`src/rtl/mips_pkg.sv`:
```
// Shared mips32 pipeline definitions: hazard-FSM state encoding and the NOP
// word that flush consumers load into pipeline registers.
package mips_pkg;

  typedef enum logic {
    ST_RUN   = 1'b0,
    ST_JWAIT = 1'b1
  } stall_state_e;

  // sll $0,$0,0 -- the canonical mips32 NOP
  localparam logic [31:0] NOP_INSTR = 32'h0000_0000;

endpackage

```
`src/rtl/sat_counter.sv`:
```
// Saturating up-counter with enable; sticks at all-ones instead of wrapping.
module sat_counter #(
  parameter int W = 16
) (
  input  logic         clk_i,
  input  logic         rst_i,
  input  logic         en_i,
  output logic [W-1:0] cnt_o
);

  logic [W-1:0] cnt_q, cnt_d;

  always_comb begin
    cnt_d = cnt_q;
    if (en_i && (cnt_q != '1)) cnt_d = cnt_q + 1'b1;
  end

  always_ff @(posedge clk_i or posedge rst_i) begin
    if (rst_i) cnt_q <= '0;
    else       cnt_q <= cnt_d;
  end

  assign cnt_o = cnt_q;

endmodule

```
`src/rtl/pipeline_stall_ctrl.sv`:
```
// Hazard-request consumer for the mips32 pipeline: PC/IF-ID enables, stage
// flushes, jump-bubble FSM with watchdog, and saturating stall/flush counters.
module pipeline_stall_ctrl
  import mips_pkg::*;
#(
  parameter int CNT_W        = 16,
  parameter int JUMP_TIMEOUT = 8
) (
  input  logic             clock,
  input  logic             reset,
  input  logic             load_use,
  input  logic             jump_id,
  input  logic             jump_done,
  input  logic             branch_mem,
  output logic             pc_en,
  output logic             ifid_en,
  output logic             ifid_flush,
  output logic             idex_flush,
  output logic             exmem_flush,
  output logic             jwait,
  output logic             timeout_err,
  output logic [CNT_W-1:0] stall_cnt,
  output logic [CNT_W-1:0] flush_cnt
);

  localparam int WD_W = (JUMP_TIMEOUT > 2) ? $clog2(JUMP_TIMEOUT) : 1;
  localparam logic [WD_W-1:0] WD_LAST = WD_W'(JUMP_TIMEOUT - 1);

  stall_state_e    state_q, state_d;
  logic [WD_W-1:0] wdog_q, wdog_d;
  logic            terr_q, terr_d;

  logic pc_en_c, ifid_en_c, ifid_fl_c, idex_fl_c, exmem_fl_c;
  logic stall_inc, flush_inc;

  always_comb begin
    state_d    = state_q;
    wdog_d     = wdog_q;
    terr_d     = terr_q;
    pc_en_c    = 1'b1;
    ifid_en_c  = 1'b1;
    ifid_fl_c  = 1'b0;
    idex_fl_c  = 1'b0;
    exmem_fl_c = 1'b0;
    stall_inc  = 1'b0;
    flush_inc  = 1'b0;

    unique case (state_q)
      ST_RUN: begin
        if (branch_mem) begin
          ifid_fl_c  = 1'b1;
          idex_fl_c  = 1'b1;
          exmem_fl_c = 1'b1;
          flush_inc  = 1'b1;
        end else if (load_use) begin
          pc_en_c   = 1'b0;
          ifid_en_c = 1'b0;
          idex_fl_c = 1'b1;
          stall_inc = 1'b1;
        end else if (jump_id) begin
          pc_en_c   = 1'b0;
          ifid_fl_c = 1'b1;
          stall_inc = 1'b1;
          state_d   = ST_JWAIT;
          wdog_d    = '0;
        end
      end
      ST_JWAIT: begin
        ifid_fl_c = 1'b1;
        if (branch_mem) begin
          // the older branch in MEM supersedes the pending jump
          idex_fl_c  = 1'b1;
          exmem_fl_c = 1'b1;
          flush_inc  = 1'b1;
          state_d    = ST_RUN;
        end else if (jump_done) begin
          state_d = ST_RUN;
        end else if (wdog_q == WD_LAST) begin
          // watchdog recovery: release the PC and flag the lost jump
          terr_d  = 1'b1;
          state_d = ST_RUN;
        end else begin
          pc_en_c   = 1'b0;
          stall_inc = 1'b1;
          wdog_d    = wdog_q + 1'b1;
        end
      end
      default: state_d = ST_RUN;
    endcase
  end

  always_ff @(posedge clock or posedge reset) begin
    if (reset) begin
      state_q <= ST_RUN;
      wdog_q  <= '0;
      terr_q  <= 1'b0;
    end else begin
      state_q <= state_d;
      wdog_q  <= wdog_d;
      terr_q  <= terr_d;
    end
  end

  sat_counter #(.W(CNT_W)) u_stall_cnt (
    .clk_i (clock),
    .rst_i (reset),
    .en_i  (stall_inc),
    .cnt_o (stall_cnt)
  );

  sat_counter #(.W(CNT_W)) u_flush_cnt (
    .clk_i (clock),
    .rst_i (reset),
    .en_i  (flush_inc),
    .cnt_o (flush_cnt)
  );

  // while reset is held the pipeline sees plain RUN/idle controls
  assign pc_en       = reset | pc_en_c;
  assign ifid_en     = reset | ifid_en_c;
  assign ifid_flush  = ~reset & ifid_fl_c;
  assign idex_flush  = ~reset & idex_fl_c;
  assign exmem_flush = ~reset & exmem_fl_c;
  assign jwait       = ~reset & (state_q == ST_JWAIT);
  assign timeout_err = terr_q;

endmodule

```
`config.mk`:
```
export PLATFORM = sky130hd
export DESIGN_NAME = pipeline_stall_ctrl
export DESIGN_NICKNAME = d
export VERILOG_FILES = /design/src/rtl/mips_pkg.sv /design/src/rtl/sat_counter.sv /design/src/rtl/pipeline_stall_ctrl.sv
export SDC_FILE = /design/constraint.sdc
export NUM_CORES = 1
export LEC_CHECK = 0
export ABC_AREA = 0
export CAP_MARGIN = 20
export CORE_UTILIZATION = 44
export CTS_CLUSTER_SIZE = 30
export DETAILED_ROUTE_END_ITERATION = 7
export PLACE_DENSITY = 0.77
export SYNTH_ARGS = -nofsm -noshare
export SYNTH_HDL_FRONTEND = slang
export SYNTH_SLANG_ARGS = --single-unit
```
`constraint.sdc`:
```
create_clock -name clock -period 1.9 [get_ports clock]
set_input_delay 0.19 -clock clock [delete_from_list [all_inputs] [get_ports clock]]
set_output_delay 0.19 -clock clock [all_outputs]
set_load 0.02 [all_outputs]
```
==> metrics.txt <==
outcome complete, but fails checks; violated checks negative setup slack; Worst IR Drop VDD 0.849 mV; Slew Viols, Final 0; Sinks on Clock Net 37; sequential area share after synthesis 0.490; Leakage 1.25 nW; Crit Path Category reg -> reg; syn_nets 185; Vias 1,697; R2R setup slack -0.25 ns; most frequent cells in the layout 41 x clkdlybuf4s50_1, 37 x dfrtp_1, 26 x buf_4; area of the mapped netlist 1890 sq um; Synth Area in Adders 0.0265; chip height 67.5 microns; reg2reg path depth 7; Vias/cell 5.56; PwrDens 1010 nW/um^2; endpoints failing setup 15; Routed wire per std cell 15.7 microns; initial DRC count 99; largest family of logic cells by synthesized area simple AND/OR/NAND/NOR gates; Met3 Routed Length 171 microns; Simple-Gate Fraction of Synth Area 0.217; fraction of registers with async set/reset 1.00; Critical R2R Capture u_stall_cnt.cnt_o[15]; final period utilization 1.13; CTS tree done; DRC violations left 0; Core Area 4060 sq um; met2 wire len 2340 microns; Critical Path Sink Type flip-flop; final worst slack -0.246 ns; initial antenna violation count 0; Clock Path Buffers 2; Clock Latency Late Sink 0.29 ns; Hold Vio Cnt, Final 0; Pwr Total 2.83 mW; Post-DRT Antenna Nets 0; Buffers on Ports 44; fmax 0.466 GHz; top cell type's share of synthesized area 0.490; htree depth 2; Worst Max-Slew Pin Slew 0.496 ns; area grow syn2layout 47.8%; # fillers 297; XOR/XNOR share of the synthesized area 0.121; Worst setup SP type flip-flop; RSZ-0062 raised after global routing yes; fin nets 265; Yosys cell types 35; final WL 4780 microns; final hold slack 0.475 ns; drt first pass iters 4; Hold Path End timeout_err; Min-Delay Startpoint timeout_err; Hold Path Stages 1; compound-gate portion of the synthesized area 0.103; FF/Latch Area 926 sq um; Area contributors post-synth dfrtp_1 49%, xnor2_1 7.0%, xor2_1 5.1%; starting density of the core 0.466; routability cong. 0.866; Mapped Avg Cell Area 10.8 sq um; die width 67.5 microns; all-layer global routing usage 0.229; post-synth top area cell dfrtp_1; met1 wire length 2170 microns; share of layout cells above drive strength 1 0.216; mux contribution to synthesized area 0.0225; Tmin final 2.15 ns; number of diodes 0; worst-path maximum fanout 5; synth warn 0; Inserted Clock Buffers 5; Crit path required time 2.08 ns; hold buffers post-CTS 0; Post-Syn Instances 175; Seq cells post-synth 37; DR top layer met4; Root Buffer clkbuf_8; first-pass GRT wire length 7530 microns; max-cap violations 0; die footprint 4560 sq um; worst min path class reg -> reg; footprint of the multi-input gates 983 sq um; RR Startpoint wdog_q[1]; top_reg_cell synth dfrtp_1; IO Count 45; Cell Rows 23; register clock-pin slew on the reported worst setup and hold paths 0.07 ns; relative slew slack 0.667; largest net degree at the start of global routing 38; dpl hpwl 3400 microns; clock skew 0.00888 ns; most common cell after layout, fill and taps aside clkdlybuf4s50_1; Post-synth EDFFs 0; vias in the first global route 1,543; total gr overflow 0; Data arrival, critical path 2.33 ns
-- area by class of cell --
type / instances / area share
inverters: 6 / 0.00806
flip-flops and latches: 37 / 0.332
multi-input cells: 130 / 0.352
clock inverters: 2 / 0.0125
repair buffers: 75 / 0.249
well taps: 50 / 0.0224
clock buffers: 5 / 0.0246
-- worst max-delay path by stage --
stage	startpoint	to	slack (ns)
after floorplan	wdog_q[0]	u_stall_cnt.cnt_o[1]	-0.09
after global placement	wdog_q[1]	u_stall_cnt.cnt_o[15]	-0.19
after detailed placement	wdog_q[1]	u_stall_cnt.cnt_o[15]	-0.21
after CTS	wdog_q[1]	u_stall_cnt.cnt_o[15]	-0.20
after global routing	wdog_q[1]	u_stall_cnt.cnt_o[13]	-0.32
final	wdog_q[1]	u_stall_cnt.cnt_o[15]	-0.25
-- logic make-up after synthesis --
family,count (synthesis)
DFF,37
xor gates and xnor gates,26
buffers and inverters,8
AOI/OAI and AO/OA,22
adders and majority gates,4
muxes,4
and+or+nand+nor,74
-- per-layer routing --
layer	up-vias	global-route usage
met5	-	0
met4	0	0.104
met3	8	0.0439
met2	39	0.333
met1	854	0.327
li1	796	-
-- registers in the layout, summed over array words and instances (netlist names) --
register	flops
u_flush_cnt.cnt_o	16
state_q	1
timeout_err	1
wdog_q	3
u_stall_cnt.cnt_o	16
-- synth_stat cells, drive strengths merged (2+ instances only) --
cell	count
a211oi	2
a21oi	6
nand2b	2
and4	6
o21ai	3
a31oi	3
buf	2
dfrtp	37
nand4	14
nand2	10
nand3	13
xor2	11
mux2	2
inv	6
and3	6
nor4	2
nor2b	2
xnor2	15
ha	4
nor2	12
nor3	4
mux2i	2
-- through the flow --
| step | setup WS, ns | utilization | instances | setup TNS [ns] | instance area [sq um] |
|---|---|---|---|---|---|
| after global placement | -0.189 | 0.642 | 295 | -1.13 | 2610 |
| after floorplan | -0.0869 | - | 175 | -0.114 | 1910 |
| after CTS | -0.195 | 0.671 | 303 | -1.17 | 2720 |
| after global routing | -0.315 | 0.688 | 305 | -2.88 | 2790 |
| after detailed placement | -0.214 | 0.642 | 295 | -1.38 | 2610 |
| final | -0.246 | 0.688 | 305 | -1.44 | 2790 |
-- power breakdown --
group          internal (mW)  leakage [nW]  switching [mW]
clock network          0.381        0.0540           0.273
registers              0.940         0.491           0.216
logic                  0.523         0.701           0.496
-- what timing repair did --
action / in CTS / in global routing
pin swaps: 7 / 3
setup buffers: 1 / 2
endpoints found under the setup margin: 13 / 21
gates resized for setup: 8 / 14
-- critical path, cell delays in order, from the launching register on --
cell and delay (ns):
dfrtp_1 0.39, ha_2 0.20, ha_4 0.15, or3b_4 0.40
buf_6 0.14, a2111oi_4 0.41, nand4_1 0.19, xnor2_1 0.16
Note: power is estimated with default switching activity, not from simulation.
